**src/rtl/wb_dest_pipe.sv**
```systemverilog
// wb_dest_pipe: destination-register select (rt/rd/link) carried through DEPTH stages with stall/flush.
// Define WB_DEST_HAZARD_EN to build per-stage src_a/src_b destination comparators.
module wb_dest_pipe #(
  parameter int WIDTH    = 5,
  parameter int DEPTH    = 3,
  parameter int LINK_REG = 31
) (
  input  logic                   clk,
  input  logic                   rst_n,
  input  logic                   in_valid,
  input  logic                   in_reg_write,
  input  logic [1:0]             in_dst_sel,
  input  logic [WIDTH-1:0]       in_rt,
  input  logic [WIDTH-1:0]       in_rd,
  input  logic                   stall,
  input  logic                   flush,
  input  logic [WIDTH-1:0]       src_a,
  input  logic [WIDTH-1:0]       src_b,
  output logic                   wb_we,
  output logic [WIDTH-1:0]       wb_addr,
  output logic [DEPTH-1:0]       stage_we,
  output logic [DEPTH*WIDTH-1:0] stage_addr,
  output logic [DEPTH-1:0]       hazard_a,
  output logic [DEPTH-1:0]       hazard_b
);
  localparam logic [WIDTH-1:0] LINK = WIDTH'(LINK_REG);
  logic [DEPTH-1:0]            r_we;
  logic [DEPTH-1:0][WIDTH-1:0] r_addr;
  logic [WIDTH-1:0]            w_sel_addr;
  logic                        w_we;
  always_comb begin
    w_sel_addr = in_dst_sel == 2'b00 ? in_rt :
                 in_dst_sel == 2'b01 ? in_rd :
                 in_dst_sel == 2'b10 ? LINK  : '0;
    w_we = in_valid & in_reg_write & (in_dst_sel != 2'b11) & (w_sel_addr != '0);
  end
  for (genvar g = 0; g < DEPTH; g++) begin : g_stage
    logic             w_nxt_we;
    logic [WIDTH-1:0] w_nxt_addr;
    if (g == 0) begin : g_head
      assign w_nxt_we   = w_we;
      assign w_nxt_addr = w_sel_addr;
    end else begin : g_tail
      assign w_nxt_we   = r_we[g-1];
      assign w_nxt_addr = r_addr[g-1];
    end
    always_ff @(posedge clk or negedge rst_n) begin
      if (!rst_n) begin
        r_we[g]   <= 1'b0;
        r_addr[g] <= '0;
      end else if (flush) begin
        r_we[g]   <= 1'b0;
        r_addr[g] <= '0;
      end else if (!stall) begin
        r_we[g]   <= w_nxt_we;
        r_addr[g] <= w_nxt_addr;
      end
    end
  end
  assign stage_we   = r_we;
  assign stage_addr = r_addr;
  assign wb_we      = r_we[DEPTH-1];
  assign wb_addr    = r_addr[DEPTH-1];
`ifdef WB_DEST_HAZARD_EN
  for (genvar h = 0; h < DEPTH; h++) begin : g_haz
    assign hazard_a[h] = r_we[h] & (r_addr[h] == src_a);
    assign hazard_b[h] = r_we[h] & (r_addr[h] == src_b);
  end
`else
  logic w_unused;
  assign w_unused = ^{src_a, src_b};
  assign hazard_a = '0;
  assign hazard_b = '0;
`endif
endmodule

```
**config.mk**
```make
export PLATFORM = sky130hd
export DESIGN_NAME = wb_dest_pipe
export DESIGN_NICKNAME = d
export VERILOG_FILES = /design/src/rtl/wb_dest_pipe.sv
export SDC_FILE = /design/constraint.sdc
export NUM_CORES = 1
export LEC_CHECK = 0
export CAP_MARGIN = 20
export CORE_UTILIZATION = 33
export DETAILED_ROUTE_END_ITERATION = 7
export PLACE_DENSITY = 0.83
export SYNTH_ARGS = -nofsm -noshare
export SYNTH_HDL_FRONTEND = slang
export SYNTH_SLANG_ARGS = --single-unit
```
**constraint.sdc**
```tcl
create_clock -name clk -period 0.9 [get_ports clk]
set_clock_uncertainty 0.2 [all_clocks]
set_input_delay 0.135 -clock clk [delete_from_list [all_inputs] [get_ports clk]]
set_output_delay 0.135 -clock clk [all_outputs]
set_load 0.005 [all_outputs]
```
==> results.md, run 1 <==
* PD cells at ~1100 mW/mm2
* Final hold slack at -0.0117 ns
* Proportion of netlist area held by the largest area contributor at 0.466
* Die outline area at about 0.0032 mm2
* Worst EP required at 0.56 ns
* Mapped Cells at between 90 and 100
* Clock tree from TritonCTS: done
* Total Wirelength at between 2000 and 3000 um
* CP peak stage delay at 0.40 ns
* Number of top-level design ports at 58
* Share of final-layout standard cells stronger than drive strength 1 at 0.537
* GRT Total Usage at 0.172
* Class of the tightest hold or removal check: primary input to asynchronous set/reset pin
* WP buf/inv at 2
* Sort of element at the start of the critical path: flip-flop
* Slowest-stage cell, CP: sky130_fd_sc_hd__dfrtp_1
* Maximum fanout along the worst path at 2
* DR DRC count at 0
* Average size of a mapped cell at between 9 and 10 um2
* Clk buf depth at 2
* Dpl hpwl at around 1800 um
* Critical path cell sequence: buf_6 -> buf_6
* Number of fillers in the final layout at 238
* Violations in the final reports: hold timing, setup timing
* Critical path start-end classification: flip-flop to output port
* YS warnings at 0
* Final setup violation count at 42
* Number of antenna violations at the first check in global routing at 0
* Post-route setup slack at -0.349 ns
* Number of vias in the routed layout at between 900 and 1000
* ANT nets after route at 0
* Number of detailed-routing iterations run before antenna repair at 4
* Initial drt markers at 10
* Width of the chip at 56.1 um
* Maxcap violations at 0
* Root Buffer: sky130_fd_sc_hd__clkbuf_4
* Row cnt at 19
* Fmax at 801 MHz
* Largest area contributor in the synthesized netlist: sky130_fd_sc_hd__dfrtp_1
* Final Cell Area at ~0.0017 mm2
* Top delay family on crit path: flip-flops
* Grt total ovfl at 0
* Worst path most repeated cell: sky130_fd_sc_hd__buf_6
* Worst reg-to-reg setup slack at -0.21 ns
* Via/cell ratio at around 4.8
* Register bit count reported by yosys at 18
* Area used by multi-input combinational logic at roughly 500 um2
* Maximum number of pins on one net before global-route repair at 19
* Final Util at 0.608
* First-pass GRT wire length at 4270 um
* Leakage component of the power at a little under 0.9 nW
* Core box area at between 0.002 and 0.003 mm2
* Final weighted congestion in routability-driven placement at around 0.77
* Kind of end point of the critical path: output port
* Number of global-route vias before repair at around 960
* Number of inserted diodes at 0
* Average routed wire per standard cell at between 10 and 15 um
* Clock-pin slew on the worst setup and hold paths at about 0.10 ns
* Tmin final at roughly 1.2 ns
* Num CTS Buffers at 3
* Count of final max-slew check failures at 0
* Fraction of the cycle the final worst path needs at 1.39
* Clock latency on the worst-skew pair at 0.28 ns
* Number of nets at the end of the flow at around 190
* Sequential cell area at 450 um2
* RSZ-0062 raised after global routing: yes
* Number of failing hold endpoints at the final stage at 18
* Post-synth cell types at 19
* Instance area after placement at approximately 0.0016 mm2
* Area growth syn-to-layout at 73.2%
* H-tree Lvls at 1
* Leading cell types by total area after synthesis: sky130_fd_sc_hd__dfrtp_1 47%, sky130_fd_sc_hd__mux2i_1 13%, sky130_fd_sc_hd__buf_4 12%
* Number of sinks on the clock net at 18
* Number of buffers inserted by port buffering at 41
* Run status: finished with violations
* Starting utilization of the core area at 0.351
* Share of the yosys chip area belonging to registers at 0.466
* WP data arrival at just over 0.9 ns
* Cell Area, Synth at just under 0.001 mm2
* Height of the die at roughly 56 um
* Worst voltage drop across the vdd grid at 0.000615 V
==> registers in the layout, indices dropped and copies added (netlist names) <==
register / flops
g_stage.w_nxt_addr: 10
g_stage.w_nxt_we: 2
wb_addr: 5
wb_we: 1
==> per-stage QoR <==
stage | cells | setup WS, ns | TNS (ns) | total power [W]
after floorplan | 104 | -0.152 | -0.411 | 0.00106
after CTS | 193 | -0.353 | -8.71 | 0.00179
after global routing | 193 | -0.385 | -10.27 | 0.00187
after detailed placement | 184 | -0.783 | -18.44 | 0.00129
final | 193 | -0.349 | -8.51 | 0.00177
after global placement | 184 | -0.714 | -17.48 | 0.00128
==> where the power goes <==
part / switching (W) / internal (W) / total (W) / leakage, nW
logic: 0.000203 / 0.000241 / 0.000444 / 0.607
clock network: 0.000229 / 0.000246 / 0.000475 / 0.0210
registers: 0.0000189 / 0.000836 / 0.000855 / 0.246
total: 0.000451 / 0.00132 / 0.00177 / 0.874
==> layer usage <==
metal | global-route usage | wire (um) | vias to the layer above
met5 | 0 | 0 | -
met1 | 0.191 | 1010 | 436
met3 | 0.0349 | 169 | 4
met2 | 0.328 | 1380 | 43
met4 | 0.0488 | 19 | 0
li1 | - | - | 442
==> placed cells by master (no fill, tap or decap), drive strengths merged <==
master	n
nand2	2
clkdlybuf4s15	2
nor2	18
nor3b	1
a211oi	4
clkbuf	5
o21ai	1
o31ai	1
mux2i	13
dfrtp	18
nor4	1
nand2b	5
conb	6
nor3	6
a21oi	6
clkdlybuf4s50	1
buf	64
a2111oi	1
dlygate4sd2	7
==> worst paths after layout <==
| kind | startpoint | end | cells after the start |
|---|---|---|---|
| max in group asynchronous | rst_n | g_stage[2].w_nxt_addr[4]$_DFFE_PN0P_ | 2 |
| min reg2reg | g_stage[1].w_nxt_addr[2]$_DFFE_PN0P_ | g_stage[1].w_nxt_addr[2]$_DFFE_PN0P_ | 3 |
| max reg2reg | wb_addr[3]$_DFFE_PN0P_ | wb_addr[3]$_DFFE_PN0P_ | 4 |
| min in group clk | in_rd[3] | g_stage[1].w_nxt_addr[3]$_DFFE_PN0P_ | 5 |
| max | wb_addr[3]$_DFFE_PN0P_ | stage_addr[13] | 2 |
| min | rst_n | g_stage[2].w_nxt_addr[0]$_DFFE_PN0P_ | 2 |
==> cell families (layout without fill, tap and decap cells) <==
family | count (synthesis) | count (layout) | synth area share
AO/OA/AOI/OAI | 13 | 13 | 0.0854
buffers and inverters | 21 | 79 | 0.155
flip-flops | 18 | 18 | 0.466
multiplexers | 13 | 13 | 0.135
other | 1 | 6 | 0.00388
AND/OR/NAND/NOR | 33 | 33 | 0.155
==> repair_timing <==
| action | CTS | global route |
|---|---|---|
| endpoints found under the hold margin | 18 | 18 |
| pin swaps | 17 | 13 |
| setup buffers | 10 | 5 |
| cloned | 0 | 0 |
| gates resized for setup | 172 | 10 |
| endpoints found under the setup margin | 42 | 42 |
==> cells in the mapped netlist <==
cell,n
sky130_fd_sc_hd__o31ai_1,1
sky130_fd_sc_hd__a2111oi_1,1
sky130_fd_sc_hd__nor3b_1,1
sky130_fd_sc_hd__nand2_1,2
sky130_fd_sc_hd__nand2b_1,5
sky130_fd_sc_hd__a21oi_1,6
sky130_fd_sc_hd__buf_2,2
sky130_fd_sc_hd__dfrtp_1,18
sky130_fd_sc_hd__nor3_1,6
sky130_fd_sc_hd__nor2_1,18
sky130_fd_sc_hd__a211oi_1,4
sky130_fd_sc_hd__buf_4,16
sky130_fd_sc_hd__buf_6,1
sky130_fd_sc_hd__buf_1,1
sky130_fd_sc_hd__mux2i_1,13
sky130_fd_sc_hd__nor4_1,1
sky130_fd_sc_hd__conb_1,1
sky130_fd_sc_hd__o21ai_1,1
sky130_fd_sc_hd__clkbuf_2,1
==> final cells by class <==
| class | count | share of cell area |
|---|---|---|
| tap | 31 | 0.0232 |
| multi-input combinational | 65 | 0.298 |
| sequential | 18 | 0.269 |
| timing repair buffer | 75 | 0.388 |
| clock buffer | 4 | 0.0217 |
Power figures use the tool's default switching activity.
==> run 2, diff against run 1 <==
- ABC_CLOCK_PERIOD_IN_PS: unset -> 1000
- clock period: 0.9 -> 1 ns (I/O delays scaled with it)
==> results.md, run 2 (synthesis results as in run 1) <==
* First-pass GRT wire length at 4170 um (-2.3%)
* WP data arrival at 0.91 ns (about the same)
* Grt total ovfl at 0 (unchanged)
* Run status: finished with violations
* ANT nets after route at 0 (unchanged)
* Maxcap violations at 0 (unchanged)
* RSZ-0062 raised after global routing: yes
* Worst voltage drop across the vdd grid at 0.000517 V (-16%)
* Final-layout setup total negative slack at -4.81 ns (+3.71 ns)
* Critical path start-end classification: flip-flop to output port
* Leading cell type in the layout, fill and taps excluded: sky130_fd_sc_hd__buf_6
* Leakage component of the power at 0.842 nW (-3.7%)
* Final Cell Area at 0.00161 mm2 (-4.0%)
* Final weighted congestion in routability-driven placement at 0.881 (+15%)
* Core box area at 0.00276 mm2 (unchanged)
* Share of final-layout standard cells stronger than drive strength 1 at 0.528 (-0.00909)
* Clock-pin slew on the worst setup and hold paths at 0.09 ns (about the same)
* Worst EP required at 0.65 ns (+0.09 ns)
* Maximum number of pins on one net before global-route repair at 19 (unchanged)
* Die outline area at 0.00315 mm2 (unchanged)
* Tmin final at 1.26 ns
* Height of the die at 56.1 um (unchanged)
* DR DRC count at 0 (unchanged)
* Violations in the final reports: hold timing, setup timing
* Number of nets at the end of the flow at 191 (unchanged)
* Fraction of the cycle the final worst path needs at 1.26
* GRT Total Usage at 0.169 (-0.00310)
* Sort of element at the start of the critical path: flip-flop
* PD cells at 923 mW/mm2 (-13%)
* Final setup violation count at 33 (-21%)
* Worst path most repeated cell: sky130_fd_sc_hd__buf_6
* Number of sinks on the clock net at 18 (unchanged)
* Setup slack at placement at -0.605 ns (+0.178 ns)
* Initial drt markers at 7 (-3)
* Number of buffers inserted by port buffering at 41 (unchanged)
* Instance area after placement at 0.00153 mm2 (-2.8%)
* Clock tree from TritonCTS: done
* Via/cell ratio at 4.93 (+2.9%)
* Kind of end point of the critical path: output port
* Number of antenna violations at the first check in global routing at 0 (unchanged)
* Count of final max-slew check failures at 0 (unchanged)
* Dpl hpwl at 1830 um (+2.3%)
* H-tree Lvls at 1 (unchanged)
* Number of detailed-routing iterations run before antenna repair at 6 (+2)
* Root Buffer: sky130_fd_sc_hd__clkbuf_4
* Number of inserted diodes at 0 (unchanged)
* Post-route setup slack at -0.261 ns (+0.0874 ns)
* Class of the tightest hold or removal check: primary input to asynchronous set/reset pin
* Fmax at a little under 800 MHz
* Number of vias in the routed layout at 947 (+2.4%)
* Slowest-stage cell, CP: sky130_fd_sc_hd__dfrtp_1
* Final hold slack at -0.00330 ns (+0.00840 ns)
* Width of the chip at 56.1 um (unchanged)
* Maximum fanout along the worst path at 2 (unchanged)
* Commonest cells after routing, fill and taps aside: 24 x sky130_fd_sc_hd__buf_6, 23 x sky130_fd_sc_hd__buf_2, 18 x sky130_fd_sc_hd__nor2_1, 18 x sky130_fd_sc_hd__dfrtp_1, 15 x sky130_fd_sc_hd__buf_4
* Number of global-route vias before repair at 949 (-1.0%)
* Row cnt at 19 (unchanged)
* Top delay family on crit path: flip-flops
* CP peak stage delay at 0.40 ns (about the same)
* WP buf/inv at 2 (unchanged)
* Critical path cell sequence: buf_6 -> buf_6
* Number of top-level design ports at 58 (unchanged)
* Clk buf depth at 2 (unchanged)
* Area growth syn-to-layout at 66.4%
* Num CTS Buffers at 3 (unchanged)
* Number of failing hold endpoints at the final stage at 18 (unchanged)
* Starting utilization of the core area at 0.351 (unchanged)
* Clock latency on the worst-skew pair at 0.28 ns (about the same)
* Average routed wire per standard cell at 13.2 um (-1.2%)
* Total Wirelength at 2540 um (-1.7%)
* Largest register FFs at 10 (unchanged)
==> run 2: cell types whose count changed in the layout (fill, tap and decap cells not counted), sizes merged <==
cell / change
buf: -1
clkbuf: +1
dlygate4sd2: -1
==> run 2: cell type report <==
class | count | area [um2]
Sequential cell | 18 | 450
Clock buffer | 3 | 22.5
Timing Repair Buffer | 75 | 616
Multi-Input combinational cell | 65 | 482
Tap cell | 31 | 38.8
Fill cell | 263 | 1150
==> run 2: path summary, 6_finish.rpt <==
check | start | to | slack, ns | cells past startpoint
setup / recovery | wb_addr[2]$_DFFE_PN0P_ | wb_addr[2] | -0.26 | 2
hold / removal | rst_n | g_stage[2].w_nxt_addr[2]$_DFFE_PN0P_ | -0.003 | 2
setup reg to reg | wb_addr[0]$_DFFE_PN0P_ | wb_addr[0]$_DFFE_PN0P_ | -0.17 | 4
hold reg to reg | g_stage[1].w_nxt_addr[4]$_DFFE_PN0P_ | g_stage[2].w_nxt_addr[4]$_DFFE_PN0P_ | 0.42 | 3
max in group asynchronous | rst_n | g_stage[1].w_nxt_addr[4]$_DFFE_PN0P_ | 0.48 | 2
min in group clk | stall | g_stage[1].w_nxt_we$_DFFE_PN0P_ | 0.05 | 4
==> run 2: routing by layer <==
metal,GRT usage,up-vias,part of all wire
met1,0.196,463,0.39
met4,0.0592,0,0.0016
met3,0.0233,2,0.064
met5,0,-,0
li1,-,438,-
met2,0.315,44,0.54
==> run 2: timing repair <==
| item | 4_1_cts | 5_1_grt |
|---|---|---|
| setup endpoints to repair | 42 | 42 |
| setup buffers | 10 | 4 |
| endpoints found under the hold margin | 18 | 9 |
| pin swaps | 17 | 13 |
| resized for setup | 145 | 31 |
==> run 2: metrics by stage <==
step / util / total power (W) / std cells
after floorplan: - / 0.000936 / 104
after global placement: 0.554 / 0.00113 / 183
after detailed placement: 0.554 / 0.00115 / 183
after CTS: 0.568 / 0.00147 / 192
after global routing: 0.583 / 0.00157 / 192
final: 0.583 / 0.00148 / 192
==> run 2: where the power goes <==
group / internal (W) / leakage [nW] / switching, W
Combinational: 0.000199 / 0.582 / 0.000174
Sequential: 0.000753 / 0.246 / 0.0000173
Clock: 0.000140 / 0.0138 / 0.000202
Total: 0.00109 / 0.842 / 0.000393
==> run 3, diff against run 2 <==
- MAX_ROUTING_LAYER: unset -> met4
==> results.md, run 3 (synthesis results as in run 1) <==
* Run status: finished with violations
* Clock-pin slew on the worst setup and hold paths at 0.09 ns (about the same)
* Row cnt at 19 (unchanged)
* Setup slack at placement at -0.605 ns (unchanged)
* Final setup violation count at 33 (unchanged)
* Average routed wire per standard cell at 13.2 um (+0.20%)
* P_sw at 0.000392 W (-0.15%)
* Number of vias in the routed layout at 945 (-0.21%)
* Number of fillers in the final layout at 263 (unchanged)
* PD cells at 922 mW/mm2 (about the same)
* WP data arrival at 0.91 ns (about the same)
* Dpl hpwl at 1830 um (unchanged)
* Clock network fraction of design power at 0.230 (about the same)
* Worst reg-to-reg setup slack at -0.18 ns (about the same)
* Number of global-route vias before repair at 950 (+0.11%)
* Number of sinks on the clock net at 18 (unchanged)
* Clock latency on the worst-skew pair at 0.28 ns (about the same)
* First-pass GRT wire length at 4170 um (unchanged)
* Leading cell type in the layout, fill and taps excluded: sky130_fd_sc_hd__buf_6
* Maxcap violations at 0 (unchanged)
* Die outline area at 0.00315 mm2 (unchanged)
* Width of the chip at 56.1 um (unchanged)
* Number of nets at the end of the flow at 191 (unchanged)
* Post-route setup slack at -0.261 ns (+0.000146 ns)
* Final weighted congestion in routability-driven placement at 0.896 (+1.7%)
* Final Util at 0.583 (unchanged)
* Fraction of power consumed by sequential logic at 0.519 (about the same)
* Sort of element at the start of the critical path: flip-flop
* Number of buffers inserted by port buffering at 41 (unchanged)
* H-tree Lvls at 1 (unchanged)
* Via/cell ratio at 4.92 (-0.21%)
* Maximum number of pins on one net before global-route repair at 19 (unchanged)
* Cell internal power dissipation at 0.00109 W (about the same)
* Clk buf depth at 2 (unchanged)
* Fmax at 793 MHz (about the same)
* Maximum fanout along the worst path at 2 (unchanged)
* Share of final-layout standard cells stronger than drive strength 1 at 0.528 (unchanged)
* Kind of end point of the critical path: output port
* Count of final max-slew check failures at 0 (unchanged)
* Class of the tightest hold or removal check: primary input to asynchronous set/reset pin
* Worst EP required at 0.65 ns (about the same)
* Num CTS Buffers at 3 (unchanged)
* Starting utilization of the core area at 0.351 (unchanged)
* GRT Total Usage at 0.173 (+0.00429)
* Number of failing hold endpoints at the final stage at 13 (-5)
* Combinational group share of total power at 0.251 (about the same)
* Switching power share of the total at 0.264 (-0.000283)
* Commonest cells after routing, fill and taps aside: 24 x sky130_fd_sc_hd__buf_6, 23 x sky130_fd_sc_hd__buf_2, 18 x sky130_fd_sc_hd__nor2_1, 18 x sky130_fd_sc_hd__dfrtp_1, 15 x sky130_fd_sc_hd__buf_4
* Critical path start-end classification: flip-flop to output port
* Leakage component of the power at 0.842 nW (unchanged)
* Capturing point of the worst reg2reg path: wb_addr[0]$_DFFE_PN0P_
* Violations in the final reports: hold timing, setup timing
* Area growth syn-to-layout at 66.4% (unchanged)
* DR DRC count at 0 (unchanged)
* Worst voltage drop across the vdd grid at 0.000516 V (-0.17%)
* Number of inserted diodes at 0 (unchanged)
* ANT nets after route at 0 (unchanged)
* Number of detailed-routing iterations run before antenna repair at 5 (-1)
* Depth of the worst register-to-register path at 4 (unchanged)
* Core box area at 0.00276 mm2 (unchanged)
* Number of antenna violations at the first check in global routing at 0 (unchanged)
* Largest register FFs at 10 (unchanged)
* Tmin final at 1.26 ns (-0.000146 ns)
* RSZ-0062 raised after global routing: yes
* Total Wirelength at 2540 um (+0.20%)
* Final hold slack at -0.00389 ns (-0.000598 ns)
* R2R Path Start: wb_addr[0]$_DFFE_PN0P_
* Height of the die at 56.1 um (unchanged)
* Fraction of the cycle the final worst path needs at 1.26 (about the same)
* Root Buffer: sky130_fd_sc_hd__clkbuf_4
* Grt total ovfl at 0 (unchanged)
* Clock tree from TritonCTS: done
* Number of top-level design ports at 58 (unchanged)
* Initial drt markers at 5 (-2)
[run 3: cell counts in the layout (fill, tap and decap cells not counted)]
No cell type changed its count.
[run 3: area by class of cell]
| type | count | area (um2) | area share |
|---|---|---|---|
| clock buffers | 3 | 22.5 | 0.0140 |
| multi-input cells | 65 | 482 | 0.299 |
| flip-flops and latches | 18 | 450 | 0.280 |
| well taps | 31 | 38.8 | 0.0241 |
| repair buffers | 75 | 616 | 0.383 |
[run 3: how the worst max path moves through the flow]
stage / start / endpoint / slack [ns]
final: wb_addr[2]$_DFFE_PN0P_ / wb_addr[2] / -0.26
after global routing: wb_addr[0]$_DFFE_PN0P_ / stage_addr[10] / -0.30
after CTS: wb_addr[0]$_DFFE_PN0P_ / stage_addr[10] / -0.27
after detailed placement: in_dst_sel[0] / g_stage[1].w_nxt_we$_DFFE_PN0P_ / -0.60
after global placement: in_rd[0] / g_stage[1].w_nxt_we$_DFFE_PN0P_ / -0.60
after floorplan: in_rd[0] / g_stage[1].w_nxt_we$_DFFE_PN0P_ / -0.07
[run 3: routing by layer]
layer | wire [um] | track usage | vias to the layer above
met2 | 1390 | 0.315 | 42
met1 | 986 | 0.195 | 464
met5 | 0 | - | -
li1 | - | - | 437
met3 | 158 | 0.0233 | 2
met4 | 4 | 0.0592 | 0
[run 3: critical path, cell delays in order, from the launching register on]
cell and delay, ns:
sky130_fd_sc_hd__dfrtp_1 0.40, sky130_fd_sc_hd__buf_6 0.13, sky130_fd_sc_hd__buf_6 0.10
[run 3: power by group through the flow]
| stage | logic (W) | clock network (W) | registers, W |
|---|---|---|---|
| 6_report | 0.000373 | 0.000341 | 0.000770 |
| 5_1_grt | 0.000407 | 0.000389 | 0.000773 |
| 4_1_cts | 0.000350 | 0.000356 | 0.000769 |
| 3_5_place_dp | 0.000363 | 0 | 0.000783 |
| 3_3_place_gp | 0.000350 | 0 | 0.000781 |
| 2_1_floorplan | 0.000149 | 0 | 0.000787 |
[run 3: through the flow]
step	area [um2]	total power, W	hold slack [ns]	setup TNS [ns]	std cells
floorplan	1010	0.000936	-0.346	-0.0704	104
global placement	1530	0.00113	0.305	-13.68	183
detailed placement	1530	0.00115	0.308	-14.29	183
CTS	1570	0.00147	-0.00925	-5.03	192
global route	1610	0.00157	-0.00327	-6.48	192
finish	1610	0.00148	-0.00389	-4.80	192
[run 3: what timing repair did]
item	CTS	global route
hold endpoints to repair	18	9
gates resized for setup	145	31
endpoints found under the setup margin	42	42
pin swaps	17	13
setup buffers	10	4
